===== config.mk =====
export PLATFORM = sky130hd
export DESIGN_NAME = mc_controller_flat
export DESIGN_NICKNAME = d
export VERILOG_FILES = /design/src/rtl/mc_controller_if.sv /design/src/rtl/mc_controller.sv /design/src/flat_wrapper.sv
export SDC_FILE = /design/constraint.sdc
export NUM_CORES = 1
export LEC_CHECK = 0
export BUFFER_PORTS_ARGS = -buffer_cell sky130_fd_sc_hd__buf_2
export CORE_UTILIZATION = 43
export DETAILED_ROUTE_END_ITERATION = 16
export PLACE_DENSITY = 0.79
export SLEW_MARGIN = 20
export SYNTH_ARGS = -nofsm -noshare
export SYNTH_HDL_FRONTEND = slang
export SYNTH_SLANG_ARGS = --single-unit

===== constraint.sdc =====
create_clock -name clk -period 1.7 [get_ports clk]
set_clock_uncertainty 0.15 [all_clocks]
set_input_delay 0.255 -clock clk [delete_from_list [all_inputs] [get_ports clk]]
set_output_delay 0.255 -clock clk [all_outputs]
set_load 0.01 [all_outputs]

===== src/rtl/mc_controller_if.sv =====
// Control bundle between the multicycle controller and the shared-ALU datapath.
interface mc_controller_if;
  logic [31:12] Instr;
  logic [3:0]   ALUFlags;
  logic         PCWrite;
  logic         AdrSrc;
  logic         MemWrite;
  logic         IRWrite;
  logic         RegWrite;
  logic [1:0]   RegSrc;
  logic [1:0]   ImmSrc;
  logic         ALUSrcA;
  logic [1:0]   ALUSrcB;
  logic [1:0]   ALUControl;
  logic [1:0]   ResultSrc;
  logic [3:0]   State;

  modport master (
    input  Instr, ALUFlags,
    output PCWrite, AdrSrc, MemWrite, IRWrite, RegWrite, RegSrc, ImmSrc,
           ALUSrcA, ALUSrcB, ALUControl, ResultSrc, State
  );

  modport slave (
    output Instr, ALUFlags,
    input  PCWrite, AdrSrc, MemWrite, IRWrite, RegWrite, RegSrc, ImmSrc,
           ALUSrcA, ALUSrcB, ALUControl, ResultSrc, State
  );
endinterface


===== src/rtl/mc_controller.sv =====
// Multicycle ARM-subset controller: Moore FSM sequencing fetch/decode/execute/write-back,
// NZCV flag register and condition gating of every architectural write.
module mc_controller (
  input  logic           clk,
  input  logic           reset,
  mc_controller_if.master bus
);
  typedef enum logic [3:0] {
    FETCH = 4'd0, DECODE = 4'd1, MEMADR = 4'd2, MEMRD = 4'd3, MEMWB = 4'd4,
    MEMWR = 4'd5, EXECUTER = 4'd6, EXECUTEI = 4'd7, ALUWB = 4'd8, BRANCH = 4'd9
  } state_t;

  state_t     state, state_nx;
  logic [3:0] flags;
  logic       cond_ok, cond_nx;

  logic [3:0] cond, rd, cmd;
  logic [1:0] op;
  logic [5:0] funct;
  logic       unused_rn;

  assign cond      = bus.Instr[31:28];
  assign op        = bus.Instr[27:26];
  assign funct     = bus.Instr[25:20];
  assign rd        = bus.Instr[15:12];
  assign cmd       = funct[4:1];
  assign unused_rn = ^bus.Instr[19:16];

  // data-processing decode
  logic [1:0] dp_alu;
  logic       no_write, flagw_nz, flagw_cv;

  always_comb begin
    dp_alu   = 2'b00;
    no_write = 1'b0;
    case (cmd)
      4'b0010: dp_alu = 2'b01;
      4'b0000: dp_alu = 2'b10;
      4'b1100: dp_alu = 2'b11;
      4'b1010: begin dp_alu = 2'b01; no_write = 1'b1; end
      default: dp_alu = 2'b00;
    endcase
  end

  assign flagw_nz = funct[0];
  assign flagw_cv = funct[0] & (cmd == 4'b0100 || cmd == 4'b0010 || cmd == 4'b1010);

  logic n, z, c, v;
  assign {n, z, c, v} = flags;

  always_comb begin
    cond_nx = 1'b0;
    case (cond)
      4'b0000: cond_nx = z;
      4'b0001: cond_nx = ~z;
      4'b0010: cond_nx = c;
      4'b0011: cond_nx = ~c;
      4'b0100: cond_nx = n;
      4'b0101: cond_nx = ~n;
      4'b0110: cond_nx = v;
      4'b0111: cond_nx = ~v;
      4'b1000: cond_nx = c & ~z;
      4'b1001: cond_nx = ~c | z;
      4'b1010: cond_nx = (n == v);
      4'b1011: cond_nx = (n != v);
      4'b1100: cond_nx = ~z & (n == v);
      4'b1101: cond_nx = z | (n != v);
      4'b1110: cond_nx = 1'b1;
      default: cond_nx = 1'b0;
    endcase
  end

  logic       pc_write, mem_write, ir_write, reg_write, adr_src, alu_src_a;
  logic [1:0] alu_src_b, alu_ctl, result_src;

  always_comb begin
    state_nx   = FETCH;
    pc_write   = 1'b0;
    mem_write  = 1'b0;
    ir_write   = 1'b0;
    reg_write  = 1'b0;
    adr_src    = 1'b0;
    alu_src_a  = 1'b0;
    alu_src_b  = 2'b00;
    alu_ctl    = 2'b00;
    result_src = 2'b00;
    case (state)
      FETCH: begin
        ir_write = 1'b1; pc_write = 1'b1;
        alu_src_a = 1'b1; alu_src_b = 2'b10; result_src = 2'b10;
        state_nx = DECODE;
      end
      DECODE: begin
        alu_src_a = 1'b1; alu_src_b = 2'b10; result_src = 2'b10;
        case (op)
          2'b01:   state_nx = MEMADR;
          2'b00:   state_nx = funct[5] ? EXECUTEI : EXECUTER;
          2'b10:   state_nx = BRANCH;
          default: state_nx = FETCH;
        endcase
      end
      MEMADR: begin
        alu_src_b = 2'b01;
        state_nx  = funct[0] ? MEMRD : MEMWR;
      end
      MEMRD: begin adr_src = 1'b1; state_nx = MEMWB; end
      MEMWB: begin
        result_src = 2'b01;
        reg_write  = cond_ok & (rd != 4'hF);
        pc_write   = cond_ok & (rd == 4'hF);
      end
      MEMWR: begin adr_src = 1'b1; mem_write = cond_ok; end
      EXECUTER: begin alu_ctl = dp_alu; state_nx = ALUWB; end
      EXECUTEI: begin alu_src_b = 2'b01; alu_ctl = dp_alu; state_nx = ALUWB; end
      ALUWB: begin
        reg_write = cond_ok & ~no_write & (rd != 4'hF);
        pc_write  = cond_ok & ~no_write & (rd == 4'hF);
      end
      BRANCH: begin
        alu_src_b = 2'b01; result_src = 2'b10; pc_write = cond_ok;
      end
      default: state_nx = FETCH;
    endcase
  end

  always_ff @(posedge clk) begin
    if (reset) begin
      state   <= FETCH;
      flags   <= 4'b0000;
      cond_ok <= 1'b0;
    end else begin
      state <= state_nx;
      if (state == DECODE) cond_ok <= cond_nx;
      // an instruction's own flag update lands after its DECODE already sampled cond_ok
      if ((state == EXECUTER || state == EXECUTEI) && cond_ok) begin
        if (flagw_nz) flags[3:2] <= bus.ALUFlags[3:2];
        if (flagw_cv) flags[1:0] <= bus.ALUFlags[1:0];
      end
    end
  end

  // write enables drop in the same cycle reset is seen
  assign bus.PCWrite    = pc_write  & ~reset;
  assign bus.MemWrite   = mem_write & ~reset;
  assign bus.IRWrite    = ir_write  & ~reset;
  assign bus.RegWrite   = reg_write & ~reset;
  assign bus.AdrSrc     = adr_src;
  assign bus.ALUSrcA    = alu_src_a;
  assign bus.ALUSrcB    = alu_src_b;
  assign bus.ALUControl = alu_ctl;
  assign bus.ResultSrc  = result_src;
  assign bus.ImmSrc     = op;
  assign bus.RegSrc     = {(op == 2'b01) & ~funct[0], op == 2'b10};
  assign bus.State      = state;
endmodule

===== src/flat_wrapper.sv =====
// flat-port wrapper written by rule: the top's interface ports become plain ports
module mc_controller_flat 
  (clk, reset, bus_Instr, bus_ALUFlags, bus_PCWrite, bus_AdrSrc, bus_MemWrite, bus_IRWrite, bus_RegWrite, bus_RegSrc, bus_ImmSrc, bus_ALUSrcA, bus_ALUSrcB, bus_ALUControl, bus_ResultSrc, bus_State);
  mc_controller_if bus_i ();
  input  logic clk;
  input  logic reset;
  input wire logic [$bits(bus_i.Instr)-1:0] bus_Instr;
  input wire logic [$bits(bus_i.ALUFlags)-1:0] bus_ALUFlags;
  output wire logic [$bits(bus_i.PCWrite)-1:0] bus_PCWrite;
  output wire logic [$bits(bus_i.AdrSrc)-1:0] bus_AdrSrc;
  output wire logic [$bits(bus_i.MemWrite)-1:0] bus_MemWrite;
  output wire logic [$bits(bus_i.IRWrite)-1:0] bus_IRWrite;
  output wire logic [$bits(bus_i.RegWrite)-1:0] bus_RegWrite;
  output wire logic [$bits(bus_i.RegSrc)-1:0] bus_RegSrc;
  output wire logic [$bits(bus_i.ImmSrc)-1:0] bus_ImmSrc;
  output wire logic [$bits(bus_i.ALUSrcA)-1:0] bus_ALUSrcA;
  output wire logic [$bits(bus_i.ALUSrcB)-1:0] bus_ALUSrcB;
  output wire logic [$bits(bus_i.ALUControl)-1:0] bus_ALUControl;
  output wire logic [$bits(bus_i.ResultSrc)-1:0] bus_ResultSrc;
  output wire logic [$bits(bus_i.State)-1:0] bus_State;
  assign bus_i.Instr = bus_Instr;
  assign bus_i.ALUFlags = bus_ALUFlags;
  assign bus_PCWrite = bus_i.PCWrite;
  assign bus_AdrSrc = bus_i.AdrSrc;
  assign bus_MemWrite = bus_i.MemWrite;
  assign bus_IRWrite = bus_i.IRWrite;
  assign bus_RegWrite = bus_i.RegWrite;
  assign bus_RegSrc = bus_i.RegSrc;
  assign bus_ImmSrc = bus_i.ImmSrc;
  assign bus_ALUSrcA = bus_i.ALUSrcA;
  assign bus_ALUSrcB = bus_i.ALUSrcB;
  assign bus_ALUControl = bus_i.ALUControl;
  assign bus_ResultSrc = bus_i.ResultSrc;
  assign bus_State = bus_i.State;
  mc_controller u_core (.clk(clk), .reset(reset), .bus(bus_i));
endmodule

# Word-level counts from Yosys, hierarchy flattened
# Index checks and enable logic that the tools add are counted.
[word_totals] reg_bits=9 inputBits=26 out_inout_bits=20 wordCells=91
[classes] n_eq_ne=33 mux=16 n_bitwise=22 reduce_logical=16
[op_table] op="== test 4 bit (second input constant)" n=12
[op_table] op="== test 4 x 3 -> 1 bit (second input constant)" n=9
[op_table] op="== test 4 x 2 -> 1 bit (second input constant)" n=5
[op_table] op="one-hot mux 4 bit (5 select lines)" n=1
[op_table] op="one-hot mux 1 bit (15 select lines)" n=1
[op_table] op="AND 1 bit" n=13
[op_table] op="zero test 4 bit" n=3
[op_table] op="one-hot mux 4 bit (3 select lines)" n=1
[op_table] op="== test 4 x 1 -> 1 bit (second input constant)" n=2
[op_table] op="one-hot mux 2 bit (2 select lines)" n=2
[op_table] op="OR reduction 2 bit" n=4
[op_table] op="inverter 1 bit" n=7
[op_table] op="two-way mux 1 bit" n=6
[op_table] op="one-hot mux 2 bit (3 select lines)" n=1
[op_table] op="OR reduction 3 bit" n=2
[op_table] op="!= test 4 bit (second input constant)" n=1
[op_table] op="one-hot mux 1 bit (4 select lines)" n=1
[op_table] op="AND reduction 2 bit" n=2
[op_table] op="logical OR 1 bit" n=3
[op_table] op="two-way mux 3 bit" n=1
[op_table] op="== test 2 x 1 -> 1 bit (second input constant)" n=1
[op_table] op="== test 2 bit (second input constant)" n=1
[op_table] op="zero test 2 bit" n=1
[op_table] op="two-way mux 2 bit" n=1
[op_table] op="other kinds (5)" n=6

# Logic depth before layout (Yosys ltp)
[logic_depth] ltp_word=7 ltp_mapped=6 ltp_nobuf=5

# Worst setup path before layout
# Ideal clock, no wire load.
[synth_timing] path_type="reg2reg" from="reg u_core.state[2] (netlist: u_core.bus.State[2])" to="reg u_core.flags[0]" setup_ns=0.128 arrival_time_ns=1.365 t_required_ns=1.422 slack_ns=0.057 stages_incl_launch_ff=7 path_buffers=1 period_less_slack_ns=1.643 path_cell_list="dfxtp_1 buf_4 and2b_1 nand4_2 a211oi_2 mux2i_1 nor2_1"
[synth_via] elab_chain_len=4 elab_cells_between_ends=5 classes_between="eq/ne (2); reduce/logical (3)"
[synth_rtl] item="start, declared" line="mc_controller.sv:13" text="state_t state, state_nx;"
[synth_rtl] item="start signal, assigned" line="mc_controller.sv:132" text="state <= state_nx;"
[synth_rtl] item="== test 4 x 3 -> 1 bit" line="mc_controller.sv:135" text="if ((state == EXECUTER || state == EXECUTEI) && cond_ok) begin"
[synth_rtl] item="logical OR 1 bit (*)" line="mc_controller.sv:135"
[synth_rtl] item="logical AND 1 bit (*)" line="mc_controller.sv:135"
[synth_rtl] item="AND reduction 2 bit (no line) (*)"
[synth_rtl] item="end signal, assigned" line="mc_controller.sv:137" text="if (flagw_cv) flags[1:0] <= bus.ALUFlags[1:0];"
[synth_rtl] item="end, declared" line="mc_controller.sv:14" text="logic [3:0] flags;"
# Every way passes the cells marked *; elsewhere a longest branch is shown, timed or not.
# A chain may end at the register's enable or synchronous reset.

# Worst setup path in the final report
[layout_timing] from="reg u_core.state[2] (netlist: u_core.bus.State[2])" to="out bus_PCWrite"
[layout_via] elab_chain_len=3 elab_cells_between_ends=6 classes_between="eq/ne (3); mux (1); bitwise (1); reduce/logical (1)"
[layout_rtl] item="== test 4 bit (tied with other cells)" line="mc_controller.sv:87" text="case (state)"
[layout_rtl] item="one-hot mux 1 bit (4 select lines) (*)" line="mc_controller.sv:87"
[layout_rtl] item="AND 1 bit (*)" line="mc_controller.sv:143" text="assign bus.PCWrite = pc_write & ~reset;"
[layout_rtl] item="end, declared" line="flat_wrapper.sv:9" text="output wire logic [$bits(bus_i.PCWrite)-1:0] bus_PCWrite;"
# Marked as above.

==> metrics.txt <==
worst hold path type=in -> reg; floorplan die area=2040 sq um; Final ANT Viol Nets=0; cell count after placement=175; Port Buf Inserts=41; total gr overflow=0; violated checks=setup timing; Clk Tree Root Cell=clkbuf_4; final design utilization=0.685; layout cell share with drive strength beyond 1=0.490; element type at the critical path start=register; final cell count without fillers=180; largest net degree at the start of global routing=13; post-synth design cell area=801 sq um; I/O pin count=46; number of optimization iterations in the first detailed-route pass=4; clock transition at the register clock pins on the worst setup and hold paths after CTS=60 ps; endpoint kind of the worst setup timing path=primary output; post-layout worst setup margin=-55.2 ps; Skew-Pair Late Insertion Delay=260 ps; status=finished, violations left; GRT Util Overall=0.218; final count of hold timing violations=0; area growth from synthesis to layout=47.7%; Setup TNS Final=-128 ps; Final GP Congestion=0.859; Final Power=0.614 mW; detailed-route wire length=2.27 mm; core area=1730 sq um; Post-Synthesis Cells=106; area taken by multi-input logic gates=631 sq um; worst hold slack=71.4 ps; Clock Sink Count=9; LEAKAGE=0.537 nW; antenna violations before repair=0; mean instance size in the synthesized netlist=7.55 sq um; transition time at the pin with the least slew margin=317 ps; Inserted Clock Buffers=3; final-stage net count=182; H-tree depth=1; #FFs+latches synth=9; Post-CTS Hold Buffers=0; via total after detailed routing=970; number of global-route vias before repair=801; Die X=45.2 microns; first-pass GRT wire length=3.33 mm; DRC Markers=0; syn nets=132; worst vdd ir=0.387 mV; Starting DRT DRC Count=18; Register-to-Register Setup Slack=60 ps; Tmin final=1760 ps; Max-Slew Margin vs Limit=0.786; initial core utilization=0.464; Final Cycle Share=1.03; commonest non-fill, non-tap cells in the layout=buf_2 (41), nor2_1 (12), buf_4 (12); Yosys warning total=0; data required time of the critical path=1290 ps; data arrival time of the critical path=1350 ps; max-slew violation total from the final report=0; vias per cell=5.39; count of cell types in the netlist=38; power density over the cells=519 nW/um^2; commonest non-fill, non-tap cell in the layout=buf_2; Cell Rows=15; Crit Path Category=reg -> out; Final setup viols=3; CP max FO=7; HPWL after detailed placement=1.73 mm; Achievable Freq=0.570 GHz; Cell Area, Placed=1080 sq um; worst setup slack after placement=20.3 ps; number of inserted diodes=0; CTS tree=built; CTS max path bufs=2; Die Span Y=45.2 microns; RSZ-0062 raised after global routing=true; final non-filler cell area=1180 sq um; number of max-capacitance violations reported=0; Seq/Total Area, Yosys=0.225; # fillers=168; average routed wire per standard cell=12.6 microns; flip-flop and latch area=191 sq um
## path summary, 6_finish.rpt
check                            from                   to  cells past startpoint
setup reg to reg      u_core.flags[3]       u_core.cond_ok                      5
setup / recovery  u_core.bus.State[2]          bus_PCWrite                      5
hold reg to reg   u_core.bus.State[0]  u_core.bus.State[0]                      1
hold / removal        bus_ALUFlags[2]      u_core.flags[2]                      3
## cell families after synthesis
logic type      synth area share
mux                       0.0750
flops                      0.225
simple gates               0.369
xor+xnor                  0.0750
compound gates             0.194
buf+inv                   0.0625
## Yosys cell counts (all sizes together)
master	instances	share of area
nor2	13	0.061
dfxtp	9	0.22
nand2b	7	0.055
nor3	7	0.044
o21ai	7	0.044
a21oi	6	0.038
mux2i	6	0.075
nand2	6	0.028
buf	4	0.034
clkbuf	4	0.019
xor2	4	0.053
nor3b	3	0.028
a211oi	2	0.025
a31oi	2	0.016
inv	2	0.0094
nand3	2	0.013
nand4	2	0.023
nor4b	2	0.022
o311ai	2	0.022
xnor2	2	0.022
a21boi	1	0.0094
a31o	1	0.011
a32oi	1	0.011
and2	1	0.0078
and2b	1	0.0094
and3	1	0.0094
and4	1	0.011
nand3b	1	0.0094
nand4bb	1	0.014
nor2b	1	0.0078
nor4	1	0.0078
o221ai	1	0.019
or3	1	0.0078
or3b	1	0.011
## worst max-delay path, cell delays in order (launching register included)
cell      delay (ps)
dfxtp_4          370
nand2b_4         150
o21ai_2          140
nand4_1          140
a21oi_1          140
buf_2            140
## registers in the layout, summed over array words and instances, names as in the netlist
signal            flops
u_core.bus.State      4
u_core.flags          4
u_core.cond_ok        1
## report_power, final
part	total (mW)	switching [mW]	internal, mW
registers	0.237	0.0175	0.219
clock network	0.167	0.0764	0.0906
logic	0.210	0.110	0.100
## routing by layer
metal  GRT usage  vias up  part of all wire  wire length (microns)
met5           0        -                 0                      0
met1       0.241      446              0.40                    918
li1            -      480                 -                      -
met3      0.0520        2             0.063                    143
met4      0.0545        0            0.0048                     11
met2       0.412       42              0.53                   1200
## layout make-up
class                   instances  area share
flip-flops and latches          9       0.162
well taps                      25      0.0265
repair buffers                 53       0.250
multi-input cells              87       0.533
inverters                       2     0.00635
clock buffers                   4      0.0222
## what timing repair did
item / 4_1_cts / 5_1_grt
setup endpoints to repair: 6 / 12
resized for setup: 6 / 14
setup buffers: 1 / 0
pin swaps: 1 / 2
Power figures use the tool's default switching activity.
